===== config.mk =====
export PLATFORM = sky130hd
export DESIGN_NAME = stepper_phase_decoder_flat
export DESIGN_NICKNAME = d
export VERILOG_FILES = /design/src/rtl/stepper_phase_decoder_if.sv /design/src/rtl/stepper_phase_decoder.sv /design/src/flat_wrapper.sv
export SDC_FILE = /design/constraint.sdc
export NUM_CORES = 1
export LEC_CHECK = 0
export ABC_AREA = 1
export ABC_CLOCK_PERIOD_IN_PS = 3000
export CAP_MARGIN = 10
export CORE_UTILIZATION = 50
export CTS_CLUSTER_DIAMETER = 40
export DETAILED_ROUTE_END_ITERATION = 16
export PLACE_DENSITY = 0.84
export SETUP_SLACK_MARGIN = 0.02
export SLEW_MARGIN = 0
export SYNTH_ARGS = -nofsm -noshare
export SYNTH_HDL_FRONTEND = slang
export SYNTH_SLANG_ARGS = --single-unit

===== constraint.sdc =====
create_clock -name clk -period 3 [get_ports clk]
set_clock_uncertainty 0.05 [all_clocks]
set_input_delay 0.6 -clock clk [delete_from_list [all_inputs] [get_ports clk]]
set_output_delay 0.6 -clock clk [all_outputs]
set_load 0.01 [all_outputs]

===== src/rtl/stepper_phase_decoder_if.sv =====
// Stepper phase decoder bus: the tapped drive pattern and clear request going in,
// and the decoded position and status coming out.
//   stepmotor  : observed 4-bit full-step phase pattern
//   clr        : synchronous clear of position, fault and lock
//   position   : signed step count (POS_W bits, two's complement)
//   step_pulse : one-cycle strobe per decoded step
//   dir        : direction of last step (1 = right, 0 = left)
//   moving     : a step occurred recently
//   fault      : sticky illegal-sequence flag
//   state      : LED status code
// master drives stepmotor/clr (observer side); slave is the decoder.
interface stepper_phase_decoder_if #(
    parameter int unsigned POS_W = 16
);
    logic [3:0]       stepmotor;
    logic             clr;
    logic [POS_W-1:0] position;
    logic             step_pulse;
    logic             dir;
    logic             moving;
    logic             fault;
    logic [1:0]       state;

    modport master (
        output stepmotor, clr,
        input  position, step_pulse, dir, moving, fault, state
    );

    modport slave (
        input  stepmotor, clr,
        output position, step_pulse, dir, moving, fault, state
    );
endinterface


===== src/rtl/stepper_phase_decoder.sv =====
// Passive monitor for the 4-bit full-step motor drive bus. Decodes the phase
// sequence into direction, a wrapping signed position, a motion indicator and a
// sticky fault for illegal or skipped phases.
// Ports:
//   clk : system clock, rising edge
//   rst : synchronous active-high reset
//   bus : stepper_phase_decoder_if.slave (stepmotor, clr in; position,
//         step_pulse, dir, moving, fault, state out; all outputs registered)
// Build option: define STEPPER_DEC_SYNC_EN to pass stepmotor through a 2-flop
// synchronizer (decode latency grows from 1 to 3 cycles).
module stepper_phase_decoder #(
    parameter int unsigned POS_W        = 16,
    parameter int unsigned STALL_CYCLES = 1000
) (
    input logic                   clk,
    input logic                   rst,
    stepper_phase_decoder_if.slave bus
);

    localparam int unsigned CNT_W = $clog2(STALL_CYCLES + 1);
    localparam logic [CNT_W-1:0] STALL_CNT = CNT_W'(STALL_CYCLES);

    localparam logic [1:0] LED_LEFT  = 2'b00;
    localparam logic [1:0] LED_IDLE  = 2'b01;
    localparam logic [1:0] LED_FAULT = 2'b10;
    localparam logic [1:0] LED_RIGHT = 2'b11;

    typedef enum logic [1:0] {
        S_UNLOCK = 2'd0,
        S_TRACK  = 2'd1,
        S_FAULT  = 2'd2
    } fsm_t;

    fsm_t             fsm_q, fsm_d;
    logic [1:0]       last_idx_q, last_idx_d;
    logic [POS_W-1:0] pos_q, pos_d;
    logic             step_q, step_d;
    logic             dir_q, dir_d;
    logic             moving_q, moving_d;
    logic             fault_q, fault_d;
    logic [1:0]       led_q, led_d;
    logic             stepped_q, stepped_d;
    logic [CNT_W-1:0] cnt_q, cnt_d;

    logic [3:0]       pattern;
    logic             cur_valid;
    logic [1:0]       cur_idx;
    logic             idle;
    logic [1:0]       delta;

    // Input capture: optional two-flop synchronizer for an asynchronous driver
`ifdef STEPPER_DEC_SYNC_EN
    logic [3:0] sync1_q, sync2_q;

    always_ff @(posedge clk) begin
        if (rst) begin
            sync1_q <= 4'b0000;
            sync2_q <= 4'b0000;
        end else begin
            sync1_q <= bus.stepmotor;
            sync2_q <= sync1_q;
        end
    end

    assign pattern = sync2_q;
`else
    assign pattern = bus.stepmotor;
`endif

    // Phase pattern to index; anything but the four full-step codes is invalid
    always_comb begin
        cur_valid = 1'b1;
        cur_idx   = 2'd0;
        case (pattern)
            4'b1010: cur_idx = 2'd0;
            4'b0110: cur_idx = 2'd1;
            4'b0101: cur_idx = 2'd2;
            4'b1001: cur_idx = 2'd3;
            default: cur_valid = 1'b0;
        endcase
    end

    assign idle  = (pattern == 4'b0000);
    // Modulo-4 distance from the last phase: 1 = right, 3 = left, 2 = skipped
    assign delta = cur_idx - last_idx_q;

    // Next-state and registered-output logic
    always_comb begin
        fsm_d      = fsm_q;
        last_idx_d = last_idx_q;
        pos_d      = pos_q;
        step_d     = 1'b0;
        dir_d      = dir_q;
        fault_d    = fault_q;
        led_d      = led_q;
        stepped_d  = stepped_q;
        cnt_d      = cnt_q;
        moving_d   = 1'b0;

        case (fsm_q)
            S_UNLOCK: begin
                if (cur_valid) begin
                    last_idx_d = cur_idx;
                    fsm_d      = S_TRACK;
                    led_d      = LED_IDLE;
                end else if (!idle) begin
                    fsm_d   = S_FAULT;
                    fault_d = 1'b1;
                    led_d   = LED_FAULT;
                end
            end
            S_TRACK: begin
                if (cur_valid) begin
                    case (delta)
                        2'd1: begin
                            pos_d      = pos_q + POS_W'(1);
                            dir_d      = 1'b1;
                            step_d     = 1'b1;
                            led_d      = LED_RIGHT;
                            stepped_d  = 1'b1;
                            last_idx_d = cur_idx;
                        end
                        2'd3: begin
                            pos_d      = pos_q - POS_W'(1);
                            dir_d      = 1'b0;
                            step_d     = 1'b1;
                            led_d      = LED_LEFT;
                            stepped_d  = 1'b1;
                            last_idx_d = cur_idx;
                        end
                        2'd2: begin
                            fsm_d   = S_FAULT;
                            fault_d = 1'b1;
                            led_d   = LED_FAULT;
                        end
                        default: ;
                    endcase
                end else if (!idle) begin
                    fsm_d   = S_FAULT;
                    fault_d = 1'b1;
                    led_d   = LED_FAULT;
                end
            end
            S_FAULT: ;
            default: fsm_d = S_UNLOCK;
        endcase

        // Stall counter restarts on a step and saturates at the threshold
        if (step_d) begin
            cnt_d = '0;
        end else if (cnt_q < STALL_CNT) begin
            cnt_d = cnt_q + CNT_W'(1);
        end

        // Clear overrides decode: a coincident step is discarded
        if (bus.clr) begin
            fsm_d      = S_UNLOCK;
            last_idx_d = 2'd0;
            pos_d      = '0;
            step_d     = 1'b0;
            dir_d      = 1'b0;
            fault_d    = 1'b0;
            led_d      = LED_IDLE;
            stepped_d  = 1'b0;
            cnt_d      = STALL_CNT;
        end

        moving_d = stepped_d && (cnt_d < STALL_CNT);
    end

    // State and output registers
    always_ff @(posedge clk) begin
        if (rst) begin
            fsm_q      <= S_UNLOCK;
            last_idx_q <= 2'd0;
            pos_q      <= '0;
            step_q     <= 1'b0;
            dir_q      <= 1'b0;
            moving_q   <= 1'b0;
            fault_q    <= 1'b0;
            led_q      <= LED_IDLE;
            stepped_q  <= 1'b0;
            cnt_q      <= STALL_CNT;
        end else begin
            fsm_q      <= fsm_d;
            last_idx_q <= last_idx_d;
            pos_q      <= pos_d;
            step_q     <= step_d;
            dir_q      <= dir_d;
            moving_q   <= moving_d;
            fault_q    <= fault_d;
            led_q      <= led_d;
            stepped_q  <= stepped_d;
            cnt_q      <= cnt_d;
        end
    end

    assign bus.position   = pos_q;
    assign bus.step_pulse = step_q;
    assign bus.dir        = dir_q;
    assign bus.moving     = moving_q;
    assign bus.fault      = fault_q;
    assign bus.state      = led_q;

endmodule


===== src/flat_wrapper.sv =====
// flat-port wrapper written by rule: the top's interface ports become plain ports
module stepper_phase_decoder_flat 
#(
    parameter int unsigned POS_W        = 16,
    parameter int unsigned STALL_CYCLES = 1000
)
  (clk, rst, bus_stepmotor, bus_clr, bus_position, bus_step_pulse, bus_dir, bus_moving, bus_fault, bus_state);
  stepper_phase_decoder_if #(.POS_W(POS_W)) bus_i ();
  input logic clk;
  input logic rst;
  input wire logic [$bits(bus_i.stepmotor)-1:0] bus_stepmotor;
  input wire logic [$bits(bus_i.clr)-1:0] bus_clr;
  output wire logic [$bits(bus_i.position)-1:0] bus_position;
  output wire logic [$bits(bus_i.step_pulse)-1:0] bus_step_pulse;
  output wire logic [$bits(bus_i.dir)-1:0] bus_dir;
  output wire logic [$bits(bus_i.moving)-1:0] bus_moving;
  output wire logic [$bits(bus_i.fault)-1:0] bus_fault;
  output wire logic [$bits(bus_i.state)-1:0] bus_state;
  assign bus_i.stepmotor = bus_stepmotor;
  assign bus_i.clr = bus_clr;
  assign bus_position = bus_i.position;
  assign bus_step_pulse = bus_i.step_pulse;
  assign bus_dir = bus_i.dir;
  assign bus_moving = bus_i.moving;
  assign bus_fault = bus_i.fault;
  assign bus_state = bus_i.state;
  stepper_phase_decoder #(.POS_W(POS_W), .STALL_CYCLES(STALL_CYCLES)) u_core (.clk(clk), .rst(rst), .bus(bus_i));
endmodule

==> run_results.csv <==
group,metric,value,unit
setup_path,cp-end-kind,"register",
clocking,cts_tree,"done",
placed_design,placedInstanceArea,0.00309,sq mm
setup_path,cp.depth,25,
setup_path,start_kind,"input pin",
sta,rsz0062_at_grt,"true",
route,vias,3039,
placed_design,gp_congestion,0.924,
power_and_ir_drop,power_switching,305,uW
layout,n_antenna_cell,0,
placed_design,port_buffers,28,
logic_synthesis,synth_top_cell_by_area,"dfxtp_1",
setup_path,critPathMaxFanout,4,
setup_path,worstSetupEndpoint,"u_core.bus.position[15]$_SDFFE_PP0P_",
sta,fmax,0.321,GHz
sta,maxSlewHeadroom,70.4,%
route,drc,0,
route,wire_per_inst,17.6,microns
layout,drive_above_1_share,35.0,%
sta,setup_viol,2,
logic_synthesis,yosysSeqAreaShare,29.6,%
sta,fin_crit_sh,104,%
die,die_w,72.8,microns
sta,final.setup.tns,-0.159,ns
layout,utilization,77.5,%
sta,slew_violations,0,
hold_path,hp-class,"register to register",
setup_path,path_common_cell,"nand2_2",
logic_synthesis,ys_seq_elements,37,
power_and_ir_drop,combPwrFrac,13.2,%
global_routing,grt-ovfl-total,0,
power_and_ir_drop,power_density,301,mW/mm^2
logic_synthesis,syn_area_per_cell,6.80,sq um
setup_path,reg2reg_depth,20,
logic_synthesis,ys_types,38,
die,die_h,72.8,microns
route,vias_per_cell,5.90,
global_routing,grt_max_degree,17,
route,dr.pass1.iters,5,
clocking,root_buffer,"clkbuf_8",
sta,post-route-min-period,3.12,ns
logic_synthesis,syn_nets,392,
layout,fillers,287,
power_and_ir_drop,p_clk_share,41.9,%
global_routing,grt_pass1_vias,2735,
sta,hold_violations,0,
logic_synthesis,ys_top_cells_by_area,"dfxtp_1 30%, nand2_1 17%, ha_1 8.0%",
setup_path,reg2reg_from,"u_core.last_idx_q[0]$_SDFFE_PP0P_",
logic_synthesis,yosysWarnings,0,
route,ant_nets,0,
logic_synthesis,synth_cells,368,
setup_path,crit_slowest_cell,"ha_4",
setup_path,cp.required,3.16,ns
global_routing,antenna_found_initial,0,
die,io_pins,29,
run_status,status,"finished, violations left",
layout,nets,471,
power_and_ir_drop,total_leakage_power,0.00186,uW
die,rows,25,
setup_path,crit_arrival,3.28,ns
logic_synthesis,syn_area,0.00250,sq mm
layout,synthToLayoutAreaGrowth,48.1,%
die,core-area,0.00479,sq mm
setup_path,cp_num_buf_inv,6,
power_and_ir_drop,ir_drop,0.254,mV
global_routing,track_usage,29.6,%
clocking,clock_latency,0.31,ns
die,dieArea,0.00529,sq mm
setup_path,crit_start,"bus_stepmotor[3]",
flow_run,cap_violations,0,
power_and_ir_drop,switching_share,27.4,%
clocking,cts_sinks,37,
power_and_ir_drop,pwr-share-seq,44.9,%
sta,setup_ws,-0.119,ns
clocking,cts-htree-levels,2,
power_and_ir_drop,p_int,809,uW
route,drt_iter0_drc,277,
sta,worstMarginPinSlew,0.442,ns
clocking,clk_pin_slew_worst_paths,0.09,ns
placed_design,dp_hpwl,4550,microns
clocking,clockBufferDepth,2,
setup_path,worstSetupPathType,"input pin to register",
global_routing,grt_pass1_wl,12100,microns
die,floorplan.initialDensity,52.3,%
logic_synthesis,synth_top_area_share,29.6,%
run_status,failed_checks,"negative setup slack",
setup_path,slowest_delay,0.24,ns
layout,design_area,0.00371,sq mm
clocking,numCtsBuffers,5,
setup_path,r2r_end,"u_core.bus.position[15]$_SDFFE_PP0P_",
route,wirelength,9090,microns
setup_path,r2r_slack,0.26,ns
setup_path,critical-path-top-delay-family,"simple AND/OR/NAND/NOR gates",
==> cells in the mapped netlist (all sizes together) <==
cell and instances:
o22a 1, o21ai 25, nand3 28, nand4 6, clkbuf 1, a211oi 1, fa 1, a22o 1
a21o 3, nand2 120, xor2 3, a21oi 21, ha 16, o21bai 1, xnor2 8, or2 1
o2111ai 1, dfxtp 37, o211ai 1, nor2 29, and2 1, buf 4, nand3b 3, inv 50
nor3 5
==> routing by layer <==
metal | GRT usage, % | up-vias | share of wire (%)
met5 | 0 | - | 0
met4 | 16.6 | 0 | 5.0
met3 | 5.52 | 60 | 9.2
met2 | 52.0 | 230 | 48
met1 | 33.8 | 1402 | 37
li1 | - | 1347 | -
==> cells by family after synthesis <==
kind of cell	synth area share (%)
xor gates and xnor gates	3.85
buffers and inverters	9.25
DFF	29.6
AOI/OAI and AO/OA	13.5
and+or+nand+nor	35.0
adders and majority gates	8.80
==> layout by cell type (no fill, tap or decap), types with 2 or more instances in the layout <==
cell type        Yosys  layout
nand3_2              1       8
a21oi_4              0       2
clkinvlp_4           0       2
a21oi_2              0       4
clkdlybuf4s50_1      0      24
nor3_4               1       3
clkbuf_8             0       5
nand3_1             27      19
a21oi_1             21      15
inv_4                2       4
nand2_1            112      85
nor2_2               0       5
nand4_1              6       6
a21o_1               3       3
ha_4                 0      10
o21ai_2             10      11
inv_2                2       7
buf_6                2       6
nand3b_1             3       3
xnor2_1              8       8
o21ai_0             12       9
nand2_4              1      10
nand2_2              6      24
inv_1               46      38
nor2_1              28      23
ha_1                16       5
o21ai_1              3       5
dfxtp_1             37      37
buf_4                1      44
xor2_1               3       3
==> area by class of cell <==
| type | count | area [sq um] | area share (%) |
|---|---|---|---|
| clock buffers | 5 | 68.8 | 1.86 |
| clock inverters | 3 | 46.3 | 1.25 |
| inverters | 50 | 205 | 5.53 |
| multi-input cells | 276 | 1900 | 51.2 |
| flip-flops and latches | 37 | 741 | 20.0 |
| well taps | 67 | 83.8 | 2.26 |
| repair buffers | 76 | 658 | 17.7 |
| repair inverters | 1 | 7.51 | 0.202 |
==> power groups by stage <==
| stage | combinational, uW | sequential [uW] | clock [uW] |
|---|---|---|---|
| global placement | 102 | 511 | 0 |
| detailed placement | 105 | 511 | 0 |
| global route | 153 | 501 | 485 |
| floorplan | 58.5 | 512 | 0 |
| CTS | 119 | 500 | 457 |
| finish | 147 | 501 | 467 |
==> worst register-to-register path: cells and delay by family (launching register included) <==
family                   cells  cell delay (ns)
AND/OR/NAND/NOR             14             1.28
adder cells (fa/ha/maj)      2             0.44
flip-flops                   1             0.34
buffers and inverters        3             0.32
AO/OA/AOI/OAI                1             0.21
==> registers in the layout, summed over array words and instances (netlist names) <==
name	flops
u_core.bus.dir	1
u_core.bus.state	2
u_core.fsm_q	2
u_core.bus.position	16
u_core.bus.step_pulse	1
u_core.bus.moving	1
u_core.stepped_q	1
u_core.cnt_q	10
u_core.last_idx_q	2
u_core.bus.fault	1
==> how the worst min path moves through the flow <==
stage                                  startpoint                             to  cells after the start
finish                u_core.stepped_q$_SDFF_PP0_    u_core.stepped_q$_SDFF_PP0_                      2
global route          u_core.stepped_q$_SDFF_PP0_    u_core.stepped_q$_SDFF_PP0_                      2
CTS                 u_core.bus.fault$_SDFFE_PP0P_  u_core.bus.fault$_SDFFE_PP0P_                      2
detailed placement    u_core.stepped_q$_SDFF_PP0_    u_core.stepped_q$_SDFF_PP0_                      2
global placement      u_core.stepped_q$_SDFF_PP0_    u_core.stepped_q$_SDFF_PP0_                      2
floorplan             u_core.stepped_q$_SDFF_PP0_    u_core.stepped_q$_SDFF_PP0_                      2
==> stage by stage <==
step	setup WS, ns	instances	hold slack, ns	power [uW]
after detailed placement	-0.621	492	0.395	616
after CTS	0.0217	510	0.417	1080
final	-0.119	515	0.420	1110
after global placement	-0.489	492	0.385	613
after floorplan	0.0343	368	0.373	570
after global routing	-0.215	515	0.436	1140
==> repair_timing <==
action / in CTS / in global routing
pin swaps: 22 / 32
buffers inserted: 9 / 5
setup endpoints to repair: 13 / 13
hold buffers: 0 / 0
resized for setup: 41 / 72
cloned: 1 / 0
Note: power is estimated with default switching activity, not from simulation.
